## src/rtl/e_operand_b_stage_pkg.sv

```systemverilog
// Shared opcode header for decode, ALU and the execute-stage operand units.
// It holds the opcode encodings, the NOP encoding and the legality decode.
package e_operand_b_stage_pkg;

    localparam int unsigned OP_W = 6;

    localparam logic [OP_W-1:0] IROP  = 6'h00;
    localparam logic [OP_W-1:0] IJ    = 6'h02;
    localparam logic [OP_W-1:0] IADDI = 6'h08;
    localparam logic [OP_W-1:0] ISLTI = 6'h0A;
    localparam logic [OP_W-1:0] IANDI = 6'h0C;
    localparam logic [OP_W-1:0] IORI  = 6'h0D;
    localparam logic [OP_W-1:0] ILUI  = 6'h0F;
    localparam logic [OP_W-1:0] ILW   = 6'h23;
    localparam logic [OP_W-1:0] ISW   = 6'h2B;

    // A pipeline NOP is an R-type op with all fields cleared.
    localparam logic [OP_W-1:0] NOP_OP = IROP;

    // True for every opcode the core implements.
    function automatic logic op_is_legal(input logic [OP_W-1:0] op);
        logic legal_s;
        case (op)
            IROP, IJ, IADDI, ISLTI, IANDI, IORI, ILUI, ILW, ISW: legal_s = 1'b1;
            default:                                            legal_s = 1'b0;
        endcase
        return legal_s;
    endfunction

endpackage

```

## src/rtl/e_operand_b_stage_imm_extend.sv

```systemverilog
// Immediate extension for I-type instructions. Pure bit manipulation:
// sign-extend for arithmetic/memory ops, zero-extend for logical ops,
// upper placement for LUI, zero for everything else.
module e_operand_b_stage_imm_extend
    import e_operand_b_stage_pkg::*;
#(
    parameter int DATA_W = 32,
    parameter int IMM_W  = 16
) (
    input  logic [OP_W-1:0]   op,
    input  logic [IMM_W-1:0]  imm,
    output logic [DATA_W-1:0] ext
);

    localparam int PAD_W = DATA_W - IMM_W;

    // Select the extension flavour from the opcode.
    always_comb begin
        ext = {DATA_W{1'b0}};
        case (op)
            IADDI, ISLTI, ILW, ISW: ext = {{PAD_W{imm[IMM_W-1]}}, imm};
            IANDI, IORI:            ext = {{PAD_W{1'b0}}, imm};
            ILUI:                   ext = {imm, {PAD_W{1'b0}}};
            default:                ext = {DATA_W{1'b0}};
        endcase
    end

endmodule

```

## src/rtl/e_operand_b_stage.sv

```systemverilog
// Execute-stage operand-B unit: D->E pipeline register with stall/bubble,
// M/W forwarding of the rt value, ALU operand-B selection, store data and
// illegal-opcode detection. All outputs are combinational from the E
// register and the M/W write-back inputs.
module e_operand_b_stage
    import e_operand_b_stage_pkg::*;
#(
    parameter int DATA_W = 32,
    parameter int IMM_W  = 16,
    parameter int REG_AW = 5
) (
    input  logic              clk,
    input  logic              rst_n,
    input  logic [OP_W-1:0]   d_op,
    input  logic [DATA_W-1:0] d_valB,
    input  logic [IMM_W-1:0]  d_imm,
    input  logic [REG_AW-1:0] d_rt,
    input  logic              e_stall,
    input  logic              e_bubble,
    input  logic              m_wen,
    input  logic [REG_AW-1:0] m_dst,
    input  logic [DATA_W-1:0] m_val,
    input  logic              w_wen,
    input  logic [REG_AW-1:0] w_dst,
    input  logic [DATA_W-1:0] w_val,
    output logic [DATA_W-1:0] e_aluB,
    output logic [DATA_W-1:0] e_store_data,
    output logic [OP_W-1:0]   e_op,
    output logic              e_illegal
);

    logic [OP_W-1:0]   e_op_r;
    logic [DATA_W-1:0] e_valb_r;
    logic [IMM_W-1:0]  e_imm_r;
    logic [REG_AW-1:0] e_rt_r;

    logic [DATA_W-1:0] fwd_s;
    logic [DATA_W-1:0] ext_s;

    // E pipeline register: bubble beats stall, stall beats a normal load.
    always_ff @(posedge clk or negedge rst_n) begin
        if (!rst_n) begin
            e_op_r   <= NOP_OP;
            e_valb_r <= {DATA_W{1'b0}};
            e_imm_r  <= {IMM_W{1'b0}};
            e_rt_r   <= {REG_AW{1'b0}};
        end else if (e_bubble) begin
            e_op_r   <= NOP_OP;
            e_valb_r <= {DATA_W{1'b0}};
            e_imm_r  <= {IMM_W{1'b0}};
            e_rt_r   <= {REG_AW{1'b0}};
        end else if (e_stall) begin
            e_op_r   <= e_op_r;
            e_valb_r <= e_valb_r;
            e_imm_r  <= e_imm_r;
            e_rt_r   <= e_rt_r;
        end else begin
            e_op_r   <= d_op;
            e_valb_r <= d_valB;
            e_imm_r  <= d_imm;
            e_rt_r   <= d_rt;
        end
    end

    // Forward the youngest in-flight write to rt; $0 is never forwarded.
    always_comb begin
        fwd_s = e_valb_r;
        if (e_rt_r == {REG_AW{1'b0}}) begin
            fwd_s = e_valb_r;
        end else if (m_wen && (m_dst == e_rt_r)) begin
            fwd_s = m_val;
        end else if (w_wen && (w_dst == e_rt_r)) begin
            fwd_s = w_val;
        end else begin
            fwd_s = e_valb_r;
        end
    end

    e_operand_b_stage_imm_extend #(
        .DATA_W (DATA_W),
        .IMM_W  (IMM_W)
    ) u_imm_extend (
        .op  (e_op_r),
        .imm (e_imm_r),
        .ext (ext_s)
    );

    // R-type takes the forwarded register; all other ops take the extender,
    // which already yields zero for J and unsupported opcodes.
    always_comb begin
        e_aluB = {DATA_W{1'b0}};
        if (e_op_r == IROP) begin
            e_aluB = fwd_s;
        end else begin
            e_aluB = ext_s;
        end
    end

    // Store data and opcode pass-through plus the legality flag.
    always_comb begin
        e_store_data = fwd_s;
        e_op         = e_op_r;
        e_illegal    = 1'b0;
        if (op_is_legal(e_op_r)) begin
            e_illegal = 1'b0;
        end else begin
            e_illegal = 1'b1;
        end
    end

endmodule

```

## config.mk

```make
export PLATFORM = sky130hd
export DESIGN_NAME = e_operand_b_stage
export DESIGN_NICKNAME = d
export VERILOG_FILES = /design/src/rtl/e_operand_b_stage_pkg.sv /design/src/rtl/e_operand_b_stage_imm_extend.sv /design/src/rtl/e_operand_b_stage.sv
export SDC_FILE = /design/constraint.sdc
export NUM_CORES = 1
export LEC_CHECK = 0
export BUFFER_PORTS_ARGS = -buffer_cell sky130_fd_sc_hd__buf_4
export CAP_MARGIN = 20
export CORE_ASPECT_RATIO = 0.7
export CORE_UTILIZATION = 35
export CTS_CLUSTER_SIZE = 14
export DETAILED_ROUTE_END_ITERATION = 8
export GPL_TIMING_DRIVEN = 0
export MAX_ROUTING_LAYER = met4
export PLACE_DENSITY = 0.68
export RECOVER_POWER = 25
export SETUP_SLACK_MARGIN = 0.2
export SLEW_MARGIN = 20
export SYNTH_ARGS = -nofsm -noshare
export SYNTH_HDL_FRONTEND = slang
export SYNTH_SLANG_ARGS = --single-unit
```

## constraint.sdc

```tcl
create_clock -name clk -period 1.9 [get_ports clk]
set_input_delay 0.19 -clock clk [delete_from_list [all_inputs] [get_ports clk]]
set_output_delay 0.19 -clock clk [all_outputs]
set_load 0.01 [all_outputs]
```

==> results.md, run 1 <==
* R2R cell count at 3
* Fmax at 398 MHz
* Final worst slack at -0.614 ns
* Worst hold path depth at 3
* FF-to-FF setup slack at 0.95 ns
* CTS max path bufs at 2
* Hold_sp: d_op[1]
* Worst hold path type: in -> reg
* Startpoint Class: register
* Final number of setup-violating endpoints at 64
* Worst hold margin at 0.0911 ns
* Die area at 0.0119 mm2
* CP endpoint kind: output port
* DRC errors left at 0
* Clk pin slew, worst setup/hold paths at 0.06 ns
* Area of the multi-input gates at 0.00294 mm2
* First-pass GRT wire length at 26400 um
* Num rows at 32
* Clock Skews at 0 ns
* Final Power at 4.25 mW
* Worst path arrival time at 2.32 ns
* CTS HTree Levels at 3
* Largest net degree at the start of global routing at 60
* Final slew viol count at 0
* Yosys cell types at 44
* Number of global-route vias before repair at 4694
* RR Startpoint: e_rt_r[3]
* Fin util at 64.3%
* Maxcap violations at 0
* Total grt overflow at 0
* Crit path max fanout at 5
* Placed inst area at 0.00628 mm2
* Crit path kind: reg -> out
* Root Driver: clkbuf_16
* Pwr Density at 596 mW/mm2
* Layout area overhead at 77.8%
* Post-Route WL at 17600 um
* Asr flop ratio synth at 100%
* Status: finished, violations left
* Nets@finish at 769
* Dpl hpwl at 12900 um
* Seq/Total Area, Yosys at 36.8%
* DRT antenna net count at 0
* DR vias/cell at 5.75
* Port bufs at 207
* Number of synthesized flops with an enable pin at 0
* Violated checks: negative setup slack
* Pleak at 3.38 nW
* Max IR drop VDD at 0.000435 V
* Register area at 0.00149 mm2
* Synthesized area at 0.00401 mm2
* Initial Utilization at 36.1%
* Worst slew pin tran at 1.41 ns
* Worst slew margin at 6.18%
* Pre-antenna DRT Iters at 4
* Share of layout cells above drive strength 1 at 55.6%
* Synth Area per Inst at 10.1 um2
* Core Box Area at 0.0111 mm2
* Die Y at 91.5 um
* Syn. warnings at 0
* Critical Path RT at 1.71 ns
* RePlAce Congestion at 0.884
* CTS tree: yes
* Endpoints failing hold at 0
* CTS Buf Count at 9
* Sink Count at 59
* Clk_lat worst skew at 0.34 ns
* Period utilization at 132%
* Number of synthesized register bits at 59
* Top_reg_cell synth: dfrtp_1
* Via Count at 4540
* Filler instances at 915
* Die width at 130 um
* Wirelength per Cell at 22.4 um
* Initial drt markers at 268
* Pre-CTS WS at -0.422 ns
* Hold path endpoint: e_op[1]
* RSZ-0062 raised after global routing: true
* FF-to-FF End: e_rt_r[3]
* Net Count, Synth at 535
* GRT Overall Usage at 31.0%
* # IOs at 210
* Final min period at 2.51 ns
* Initial antenna violation count at 1
* Finished Cell Area at 0.00713 mm2
* Mapped Cells at 396
[metrics by stage]
| step | TNS, ns | std cells |
|---|---|---|
| 3_5_place_dp | -22.89 | 756 |
| 3_3_place_gp | -20.16 | 756 |
| 6_report | -36.85 | 789 |
| 5_1_grt | -43.15 | 789 |
| 2_1_floorplan | 0 | 396 |
| 4_1_cts | -36.80 | 785 |
[cell families (layout without fill, tap and decap cells)]
kind of cell / Yosys count / after routing / synth area share [%]
xor+xnor: 10 / 10 / 2.19
flops: 59 / 59 / 36.8
mux: 60 / 60 / 15.0
compound gates: 137 / 137 / 29.5
other cells: 0 / 1 / 0
simple gates: 87 / 87 / 10.6
buf+inv: 43 / 282 / 5.87
[worst max-delay path: stages (launching register included)]
cell and delay [ns]:
dfrtp_2 0.45, xor2_2 0.17, nor4_4 0.38, a2bb2o_4 0.20, and2_4 0.18, buf_12 0.15, clkbuf_16 0.18, a2bb2oi_4 0.14
buf_6 0.11
[what timing repair did]
action | CTS | global route
pin swaps | 16 | 2
hold buffers | 1 | 0
gates resized for setup | 70 | 21
gates cloned | 2 | 3
setup endpoints to repair | 65 | 65
buffers inserted | 10 | 0
hold endpoints to repair | 59 | 0
[synth_stat cells, types with 3 or more instances]
| library cell | number | area share, % |
|---|---|---|
| buf_4 | 8 | 1.5 |
| clkbuf_1 | 13 | 1.2 |
| buf_6 | 3 | 0.84 |
| o22ai_1 | 32 | 5.0 |
| nor2_1 | 64 | 6.0 |
| dfrtp_1 | 59 | 37 |
| nand2_1 | 4 | 0.37 |
| a2bb2oi_1 | 31 | 6.8 |
| a21oi_1 | 3 | 0.37 |
| xor2_1 | 4 | 0.87 |
| buf_2 | 13 | 1.6 |
| xnor2_1 | 6 | 1.3 |
| buf_1 | 4 | 0.37 |
| mux2i_1 | 60 | 15 |
| a22o_1 | 16 | 3.5 |
| a221o_2 | 5 | 1.4 |
| a221o_1 | 41 | 10 |
[worst max-delay path by stage]
| stage | to | startpoint | slack, ns |
|---|---|---|---|
| floorplan | e_aluB[29] | e_rt_r[2] | 0.03 |
| global placement | e_aluB[25] | e_rt_r[2] | -0.39 |
| detailed placement | e_aluB[13] | e_rt_r[2] | -0.42 |
| CTS | e_aluB[30] | e_rt_r[4] | -0.61 |
| global route | e_aluB[8] | e_rt_r[2] | -0.71 |
| finish | e_store_data[24] | e_rt_r[4] | -0.61 |
[flip-flops by register name, summed over array words and instances (netlist names)]
register and flops:
e_op 6, e_valb_r 32, e_imm_r 16, e_rt_r 5
[metal layers]
layer	track usage [%]	wire length [um]	vias up	part of all wire (%)
met2	48.1	8250	216	47
met5	-	0	-	0
met1	39.0	7560	2271	43
met4	7.36	206	0	1.2
met3	10.1	1620	21	9.2
li1	-	-	2032	-
[power by group]
group	total (mW)	switching, mW	internal [mW]
logic	1.26	0.584	0.678
registers	1.44	0.112	1.33
clock network	1.54	0.629	0.914
[cell type report]
class                           instances  area share [%]
Multi-Input combinational cell        294            41.2
Timing Repair Buffer                  223            26.0
Sequential cell                        59            20.8
Buffer                                 42            5.18
Clock buffer                           10            3.35
Tap cell                              153            2.69
Clock inverter                          6           0.579
Inverter                                1          0.0527
Antenna cell                            1          0.0351
[placed cells by master, fill, tap and decap left out, types with 3 or more instances in the layout]
cell and count:
buf_4 191, dfrtp_1 52, clkbuf_1 12, o22ai_1 13
o22ai_2 19, dfrtp_2 7, clkinvlp_4 3, mux2i_1 60
a221o_2 5, a22o_1 16, nor2_1 61, clkbuf_16 12
xor2_2 3, a2bb2oi_2 15, buf_1 4, xnor2_2 5
buf_6 41, a221o_1 41, buf_12 3, a2bb2oi_4 15
No activity file was read; power rests on OpenSTA's default activity.
==> run 2: changes to the inputs <==
--- a/config.mk
+++ b/config.mk
@@ -8,12 +8,13 @@
 export BUFFER_PORTS_ARGS = -buffer_cell sky130_fd_sc_hd__buf_4
 export CAP_MARGIN = 20
 export CORE_ASPECT_RATIO = 0.7
-export CORE_UTILIZATION = 35
+export CORE_UTILIZATION = 43
+export CTS_BUF_LIST = sky130_fd_sc_hd__clkbuf_2 sky130_fd_sc_hd__clkbuf_4 sky130_fd_sc_hd__clkbuf_8
 export CTS_CLUSTER_SIZE = 14
 export DETAILED_ROUTE_END_ITERATION = 8
 export GPL_TIMING_DRIVEN = 0
 export MAX_ROUTING_LAYER = met4
-export PLACE_DENSITY = 0.68
+export PLACE_DENSITY_LB_ADDON = 0.08
 export RECOVER_POWER = 25
 export SETUP_SLACK_MARGIN = 0.2
 export SLEW_MARGIN = 20
==> run 2 against run 1 <==
The run still ends with negative setup slack left. Critical path depth up 1. Worst setup slack worse by 0.094 ns. Fmax down 3.6%. Largest power group is now sequential cells. Largest cell class unchanged.
==> results.md, run 2 (same netlist as run 1, synthesis figures left out) <==
* Pwr Density at 557 mW/mm2
* # diodes at 0
* Post-Route WL at 17500 um
* Dpl hpwl at 11900 um
* Worst path arrival time at 2.42 ns
* Cells after DPL at 727
* Hold_sp: d_valB[19]
* Clock group share of total power at 32.4%
* Period utilization at 137%
* Sequential share of power at 35.7%
* CTS max path bufs at 2
* Initial antenna violation count at 0
* Comb pwr share at 31.9%
* RSZ-0062 raised after global routing: true
* Worst slew pin tran at 1.41 ns
* Endpoints failing hold at 0
* Net Switching at 1.29 mW
* FF-to-FF End: e_rt_r[4]
* Via Count at 4707
* Startpoint Class: register
* Final slew viol count at 0
* CTS Buf Count at 9
* R2R cell count at 4
* Critical Path RT at 1.71 ns
* Root Driver: clkbuf_8
* Worst hold path type: in -> reg
* DRT antenna net count at 0
* Fin util at 80.0%
* CTS HTree Levels at 3
* Final min period at 2.61 ns
* FF-to-FF setup slack at 0.83 ns
* Initial Utilization at 44.2%
* Port bufs at 207
* Fmax at 384 MHz
* Crit path kind: reg -> out
* Nets@finish at 784
* RePlAce Congestion at 0.869
* Die Y at 82.8 um
* DRC errors left at 0
* CTS tree: yes
* Status: finished, violations left
* Pre-antenna DRT Iters at 5
* Clk_lat worst skew at 0.35 ns
* Layout area overhead at 81.0%
* Leading cell type in the layout, fill and taps excluded: buf_4
* Number of global-route vias before repair at 4520
* Worst hold margin at 0.0658 ns
* Clock Skews at 0 ns
* Violated checks: negative setup slack
* Worst hold path depth at 3
* Pleak at 3.45 nW
* Power Internal at 2.74 mW
* Wirelength per Cell at 22.7 um
* Crit path max fanout at 8
* Die width at 117 um
* Top reg by flops: e_valb_r
* Filler instances at 577
* Max reg flops at 32
* # IOs at 210
* Largest net degree at the start of global routing at 60
* Core Box Area at 0.00907 mm2
* First-pass GRT wire length at 25200 um
* Final number of setup-violating endpoints at 64
* Die area at 0.00972 mm2
* Share of layout cells above drive strength 1 at 57.5%
* Initial drt markers at 391
* Commonest non-fill, non-tap cells in the layout: buf_4, nor2_1, mux2i_1
* RR Startpoint: e_rt_r[4]
* DR vias/cell at 6.08
* GRT Overall Usage at 35.9%
* Switch share at 32.0%
* Worst slew margin at 5.82%
* Clk pin slew, worst setup/hold paths at 0.07 ns
* Hold path endpoint: e_valb_r[19]
* Max IR drop VDD at 0.000403 V
* Sink Count at 59
* Layout Cells excl Fill at 774
* CP endpoint kind: output port
* Num rows at 29
* Total grt overflow at 0
* Maxcap violations at 0
* Final worst slack at -0.708 ns
## run 2: cell type report
class / instances / area [um2] / share of cell area [%]
timing repair buffer: 238 / 1980 / 27.3
inverter: 1 / 3.75 / 0.0518
sequential: 59 / 1490 / 20.5
clock inverter: 7 / 92.6 / 1.28
multi-input combinational: 294 / 3040 / 41.9
clock buffer: 9 / 124 / 1.71
buffer: 42 / 372 / 5.12
tap: 124 / 155 / 2.14
## run 2: worst max-delay path by stage
stage	to	from	slack, ns
finish	e_store_data[30]	e_rt_r[2]	-0.71
global route	e_aluB[0]	e_rt_r[3]	-0.78
CTS	e_aluB[9]	e_rt_r[4]	-0.66
detailed placement	e_store_data[16]	e_rt_r[4]	-0.43
global placement	e_aluB[20]	e_rt_r[4]	-0.36
floorplan	e_aluB[29]	e_rt_r[2]	0.03
## run 2: power by group through the flow
stage	clock [mW]	sequential (mW)	combinational, mW
6_report	1.31	1.44	1.29
5_1_grt	1.37	1.45	1.36
4_1_cts	1.31	1.43	1.22
3_5_place_dp	0	1.45	1.13
3_3_place_gp	0	1.45	1.12
2_1_floorplan	0	1.42	0.587
## run 2: through the flow
stage	setup TNS, ns	setup slack, ns	power (mW)	cell area (um2)
detailed placement	-23.16	-0.427	2.58	6240
finish	-41.01	-0.708	4.04	7250
floorplan	0	0.0346	2.00	4530
global route	-46.32	-0.779	4.18	7250
CTS	-38.51	-0.659	3.96	6960
global placement	-20.12	-0.365	2.56	6240
## run 2: critical path, cell delays in order, from the launching register on
cell	delay, ns
dfrtp_2	0.46
xor2_1	0.26
nor4_4	0.08
buf_4	0.14
a2bb2o_4	0.23
and2_4	0.16
buf_12	0.15
buf_4	0.13
o2bb2a_1	0.30
buf_4	0.15
## run 2: repair_timing
| action | CTS | global route |
|---|---|---|
| hold buffers | 1 | 0 |
| gates resized for setup | 75 | 32 |
| setup buffers | 12 | 10 |
| endpoints found under the hold margin | 59 | 0 |
| pin swaps | 15 | 13 |
| gates cloned | 3 | 5 |
| setup endpoints to repair | 65 | 65 |
## run 2: routing by layer
metal / wire length, um / global-route usage, %
met5: 0 / -
met4: 303 / 10.5
met3: 1590 / 9.02
met2: 8250 / 56.4
met1: 7400 / 46.1
